===== src/rtl/muldiv_iter.sv =====
// Iterative signed multiplier / divider.
// One iteration per clock: radix-2 Booth for multiply, restoring division on
// operand magnitudes for divide. A start is taken only in IDLE. Busy covers
// the WIDTH iteration cycles, DONE is a one-cycle settling state, and the
// result-valid strobe is registered out of DONE, so it rises WIDTH+1 edges
// after the accepting edge.
//
//   state | meaning
//   IDLE  | waiting for ctrl_MULT / ctrl_DIV, starts ignored elsewhere
//   MUL   | Booth iterations, busy high
//   DIV   | restoring-divide iterations, busy high
//   DONE  | result/exception just loaded; next edge raises RDY and returns to IDLE
module muldiv_iter #(
  parameter int WIDTH = 32
) (
  input  logic             clock,
  input  logic             reset,
  input  logic             ctrl_MULT,
  input  logic             ctrl_DIV,
  input  logic [WIDTH-1:0] data_operandA,
  input  logic [WIDTH-1:0] data_operandB,
  output logic [WIDTH-1:0] data_result,
  output logic             data_exception,
  output logic             data_resultRDY,
  output logic             busy
);

  localparam int CW = $clog2(WIDTH + 1);

  typedef enum logic [1:0] {IDLE, MUL, DIV, DONE} state_t;

  state_t             state_q;
  logic [CW-1:0]      cnt_q;
  // Upper WIDTH+1 bits: Booth partial product / division remainder.
  // Lower WIDTH bits: multiplier being shifted out / dividend becoming quotient.
  logic [2*WIDTH:0]   acc_q;
  // Multiplicand sign-extended, or divisor magnitude zero-extended.
  logic [WIDTH:0]     opb_q;
  logic               booth_q;
  logic               div_neg_q;
  logic               div_zero_q;
  logic               div_ovf_q;
  logic [WIDTH-1:0]   result_q;
  logic               exc_q;
  logic               rdy_q;
  logic               busy_q;

  logic [WIDTH:0]     booth_hi;
  logic [WIDTH:0]     booth_sum;
  logic [2*WIDTH:0]   mul_acc_d;
  logic [WIDTH:0]     div_shift;
  logic               div_ge;
  logic [WIDTH:0]     div_rem;
  logic [2*WIDTH:0]   div_acc_d;
  logic [WIDTH-1:0]   mul_res_d;
  logic               mul_exc_d;
  logic [WIDTH-1:0]   div_quo;
  logic [WIDTH-1:0]   div_res_d;
  logic               div_exc_d;
  logic [WIDTH-1:0]   mag_a;
  logic [WIDTH-1:0]   mag_b;
  logic               last_iter;

  // Single iteration datapaths for both operations plus final result shaping.
  always_comb begin
    booth_hi  = acc_q[2*WIDTH:WIDTH];
    booth_sum = booth_hi;
    case ({acc_q[0], booth_q})
      2'b10:   booth_sum = booth_hi - opb_q;
      2'b01:   booth_sum = booth_hi + opb_q;
      default: booth_sum = booth_hi;
    endcase
    // Arithmetic shift right of {partial product, multiplier}.
    mul_acc_d = {booth_sum[WIDTH], booth_sum, acc_q[WIDTH-1:1]};

    // Remainder stays below the divisor, so the shifted value fits WIDTH+1 bits.
    div_shift = {acc_q[2*WIDTH-1:WIDTH], acc_q[WIDTH-1]};
    div_ge    = (div_shift >= opb_q);
    div_rem   = div_ge ? (div_shift - opb_q) : div_shift;
    div_acc_d = {div_rem, acc_q[WIDTH-2:0], div_ge};

    // The full product always fits 2*WIDTH bits; overflow means the high half
    // is not a sign extension of the low word.
    mul_res_d = mul_acc_d[WIDTH-1:0];
    mul_exc_d = (mul_acc_d[2*WIDTH:WIDTH] != {(WIDTH+1){mul_acc_d[WIDTH-1]}});

    // Most-negative / -1 gives a positive 2^(WIDTH-1) magnitude whose bit
    // pattern is already the most-negative value, so only the flag is needed.
    div_quo   = div_acc_d[WIDTH-1:0];
    div_res_d = div_zero_q ? '0 : (div_neg_q ? ('0 - div_quo) : div_quo);
    div_exc_d = div_zero_q | div_ovf_q;

    mag_a     = data_operandA[WIDTH-1] ? ('0 - data_operandA) : data_operandA;
    mag_b     = data_operandB[WIDTH-1] ? ('0 - data_operandB) : data_operandB;
    last_iter = (cnt_q == CW'(WIDTH - 1));
  end

  // Sequencer: operand capture, iteration, result load and registered outputs.
  always_ff @(posedge clock or negedge reset) begin
    if (!reset) begin
      state_q    <= IDLE;
      cnt_q      <= '0;
      acc_q      <= '0;
      opb_q      <= '0;
      booth_q    <= 1'b0;
      div_neg_q  <= 1'b0;
      div_zero_q <= 1'b0;
      div_ovf_q  <= 1'b0;
      result_q   <= '0;
      exc_q      <= 1'b0;
      rdy_q      <= 1'b0;
      busy_q     <= 1'b0;
    end else begin
      rdy_q <= 1'b0;
      case (state_q)
        IDLE: begin
          cnt_q <= '0;
          if (ctrl_MULT) begin
            state_q <= MUL;
            busy_q  <= 1'b1;
            acc_q   <= {{(WIDTH+1){1'b0}}, data_operandA};
            opb_q   <= {data_operandB[WIDTH-1], data_operandB};
            booth_q <= 1'b0;
          end else if (ctrl_DIV) begin
            state_q    <= DIV;
            busy_q     <= 1'b1;
            acc_q      <= {{(WIDTH+1){1'b0}}, mag_a};
            opb_q      <= {1'b0, mag_b};
            div_neg_q  <= data_operandA[WIDTH-1] ^ data_operandB[WIDTH-1];
            div_zero_q <= (data_operandB == '0);
            div_ovf_q  <= (data_operandA == {1'b1, {(WIDTH-1){1'b0}}}) &&
                          (data_operandB == '1);
          end
        end
        MUL: begin
          acc_q   <= mul_acc_d;
          booth_q <= acc_q[0];
          cnt_q   <= cnt_q + 1'b1;
          if (last_iter) begin
            state_q  <= DONE;
            busy_q   <= 1'b0;
            result_q <= mul_res_d;
            exc_q    <= mul_exc_d;
          end
        end
        DIV: begin
          acc_q <= div_acc_d;
          cnt_q <= cnt_q + 1'b1;
          if (last_iter) begin
            state_q  <= DONE;
            busy_q   <= 1'b0;
            result_q <= div_res_d;
            exc_q    <= div_exc_d;
          end
        end
        DONE: begin
          state_q <= IDLE;
          rdy_q   <= 1'b1;
        end
        default: begin
          state_q <= IDLE;
          busy_q  <= 1'b0;
        end
      endcase
    end
  end

  assign data_result    = result_q;
  assign data_exception = exc_q;
  assign data_resultRDY = rdy_q;
  assign busy           = busy_q;

endmodule


===== config.mk =====
export PLATFORM = sky130hd
export DESIGN_NAME = muldiv_iter
export DESIGN_NICKNAME = d
export VERILOG_FILES = /design/src/rtl/muldiv_iter.sv
export SDC_FILE = /design/constraint.sdc
export NUM_CORES = 1
export LEC_CHECK = 0
export BUFFER_PORTS_ARGS = -buffer_cell sky130_fd_sc_hd__buf_2
export CORE_MARGIN = 3
export CORE_UTILIZATION = 60
export DETAILED_ROUTE_END_ITERATION = 8
export PLACE_DENSITY = 0.79
export SLEW_MARGIN = 20
export SYNTH_ARGS = -nofsm -noshare
export SYNTH_HDL_FRONTEND = slang
export SYNTH_SLANG_ARGS = --single-unit

===== constraint.sdc =====
create_clock -name clock -period 5.75 [get_ports clock]
set_clock_uncertainty 0.1 [all_clocks]
set_input_delay 0.8625 -clock clock [delete_from_list [all_inputs] [get_ports clock]]
set_output_delay 0.8625 -clock clock [all_outputs]
set_load 0.02 [all_outputs]

==> results_dict.tcl <==
set metrics [dict create \
    intPower_mw 4.37 \
    clk_latency_ps 430 \
    final_common_cell "nand2_1" \
    clkPwrFrac 0.119 \
    run_status "finished clean" \
    yosysWarnings 0 \
    period_needed_ps 5160 \
    tns_ps 0 \
    ys_ff_latch 145 \
    whs_ps 382 \
    path_clk_slew_ps 70 \
    async_flop_share 1.00 \
    final_cell_mix "214 x nand2_1, 177 x nor2_1, 163 x o21ai_0, 145 x dfrtp_1, 140 x a21oi_1" \
    cts_made_buffers 17 \
    post-route-drc-count 0 \
    slew_violations 0 \
    vdd_drop_max_v 0.000496 \
    pwr_density_cell_mw_per_mm2 662 \
    grt_overflow 0 \
    yosysUniqueCellTypes 71 \
    end_kind "flop" \
    gp_congestion 0.983 \
    worstPathArrival_ps 5370 \
    grt_max_degree 99 \
    cp_max_fo 10 \
    fp.dieW_um 155 \
    cts_hold_buf 0 \
    postSynthCellCount 1751 \
    antenna_found_initial 0 \
    slew_headroom 0.282 \
    worstPathRequired_ps 5960 \
    drv_cap 0 \
    swShare 0.547 \
    port_buffers 102 \
    cts-resized-gates 0 \
    cts_tree "yes" \
    firstDrtPassIters 6 \
    drive_gt1_frac 0.0986 \
    antenna_left 0 \
    via_per_inst 6.56 \
    dr.first_iter.drc_count 1427 \
    routedWlPerCell_um 19.8 \
    dpl.hpwl_um 30500 \
    setup_viol 0 \
    hp-class "flop to flop" \
    power.leakage_nw 6.31 \
    cts_htree_levels 4 \
    core_area_sq_mm 0.0214 \
    clockRootBuffer "clkbuf_16" \
    grtUsageTotal 0.333 \
    initial_utilization 0.623 \
    syn-cell-area_sq_mm 0.0133 \
    combPwrFrac 0.675 \
    hold_viol 0 \
    max_freq_ghz 0.194 \
    power_frac_seq 0.206 \
    synth_nets 1901 \
    num_vias 13600 \
    p_sw_mw 5.27 \
    rsz0062_at_grt "false" \
    clk_path_buf_depth 2 \
    fin_nets 1932 \
    ios 103 \
    area_delta_synth_final_pct 9.08 \
    synth_area_per_cell_sq_um 7.62 \
    yosysSeqAreaShare 0.272 \
    die_h_um 155 \
    num-fill-cells 1824 \
    wirelength_um 40900 \
    die_area_sq_mm 0.0241 \
    synthFlopType "dfrtp_1" \
    crit_path_start_kind "flop" \
    antenna_cells 0 \
    fin_crit_sh 0.897 \
    grt_pass1_wl_um 65100 \
    worstSetupPathType "flop to flop" \
    first_global_vias 12500 \
    rows 53 \
    clock-sinks 145 \
    post_cts_buffers 0 \
    synth_edf_count 0 \
    r2r_slack_ps 590 \
    tightest_slew_ps 1080 \
]
## cell type report
type                       instances  area (sq um)  share of cell area
multi-input combinational       1428          9070               0.623
inverter                          72           270              0.0186
clock inverter                    15           188              0.0129
sequential                       145          3630               0.249
tap                              275           344              0.0236
clock buffer                      17           425              0.0292
timing repair buffer             118           637              0.0437
## path summary, 6_finish.rpt
check                           cells after the start                           to             startpoint
worst max-delay path                               18   data_exception$_DFFE_PN0P_   opb_q[4]$_DFFE_PN0P_
worst min-delay path                                2        opb_q[21]$_DFFE_PN0P_  opb_q[21]$_DFFE_PN0P_
worst max register to register                     18   data_exception$_DFFE_PN0P_   opb_q[4]$_DFFE_PN0P_
worst min register to register                      2        opb_q[21]$_DFFE_PN0P_  opb_q[21]$_DFFE_PN0P_
max in group asynchronous                           2        acc_q[35]$_DFFE_PN0P_                  reset
min in group asynchronous                           1  data_result[14]$_DFFE_PN0P_                  reset
## per-stage QoR
step	cells	utilization	area, sq um	worst slack (ps)	power (mW)
floorplan	1751	-	13300	1340	6.65
global placement	2038	0.651	13900	869	8.13
detailed placement	2038	0.651	13900	719	8.26
CTS	2070	0.680	14600	685	9.43
global route	2070	0.680	14600	177	10.3
finish	2070	0.680	14600	592	9.64
## cell usage after synthesis (49+ instances only)
cell type  instances  share of area
ha_1              80          0.075
nand2_1          214          0.060
o31ai_1           49          0.028
a221oi_1          49          0.032
inv_1             69          0.019
a21oi_1          140          0.052
xnor2_1          114          0.075
clkbuf_1          95          0.027
dfrtp_1          145           0.27
xor2_1            64          0.042
nor2_1           178          0.050
o21ai_0          164          0.061
## registers in the layout (all words and copies together), names as in the netlist
| signal | cells |
|---|---|
| data_resultRDY | 1 |
| booth_q | 1 |
| div_ovf_q | 1 |
| opb_q | 33 |
| acc_q | 65 |
| div_neg_q | 1 |
| data_exception | 1 |
| data_result | 32 |
| cnt_q | 6 |
| div_zero_q | 1 |
| state_q | 2 |
| busy | 1 |
## cell families after synthesis
family                   synth area share
AND/OR/NAND/NOR                     0.202
AO/OA/AOI/OAI                       0.268
XOR/XNOR                            0.117
buffers and inverters              0.0508
flip-flops                          0.272
adder cells (fa/ha/maj)            0.0780
multiplexers                       0.0124
## per-layer routing
layer / share of wire / track usage
met4: 0.028 / 0.108
met3: 0.11 / 0.0715
met1: 0.44 / 0.496
met5: 0 / 0
met2: 0.42 / 0.482
## power by group through the flow
stage                     Sequential [mW]  Clock (mW)  Combinational, mW
after detailed placement             1.96           0               6.30
after global placement               1.95           0               6.18
after global routing                 2.03        1.19               7.11
after floorplan                      1.63           0               5.02
final                                1.98        1.14               6.51
after CTS                            1.94        1.15               6.34
## critical path, cell delays in order, from the launching register on
cell and delay (ps):
dfrtp_1 400, nor3_1 370, and3_1 290, and3_1 260, nand2_1 160, nor4_1 640, a21oi_1 180, xnor2_1 170
ha_1 410, and3_1 260, nand2_1 90, a311oi_1 50, a211oi_1 450, a211oi_1 150, a211o_1 290, mux2i_1 180
xor2_1 280, mux2i_1 220, a21oi_1 80
No activity file was read; power rests on OpenSTA's default activity.
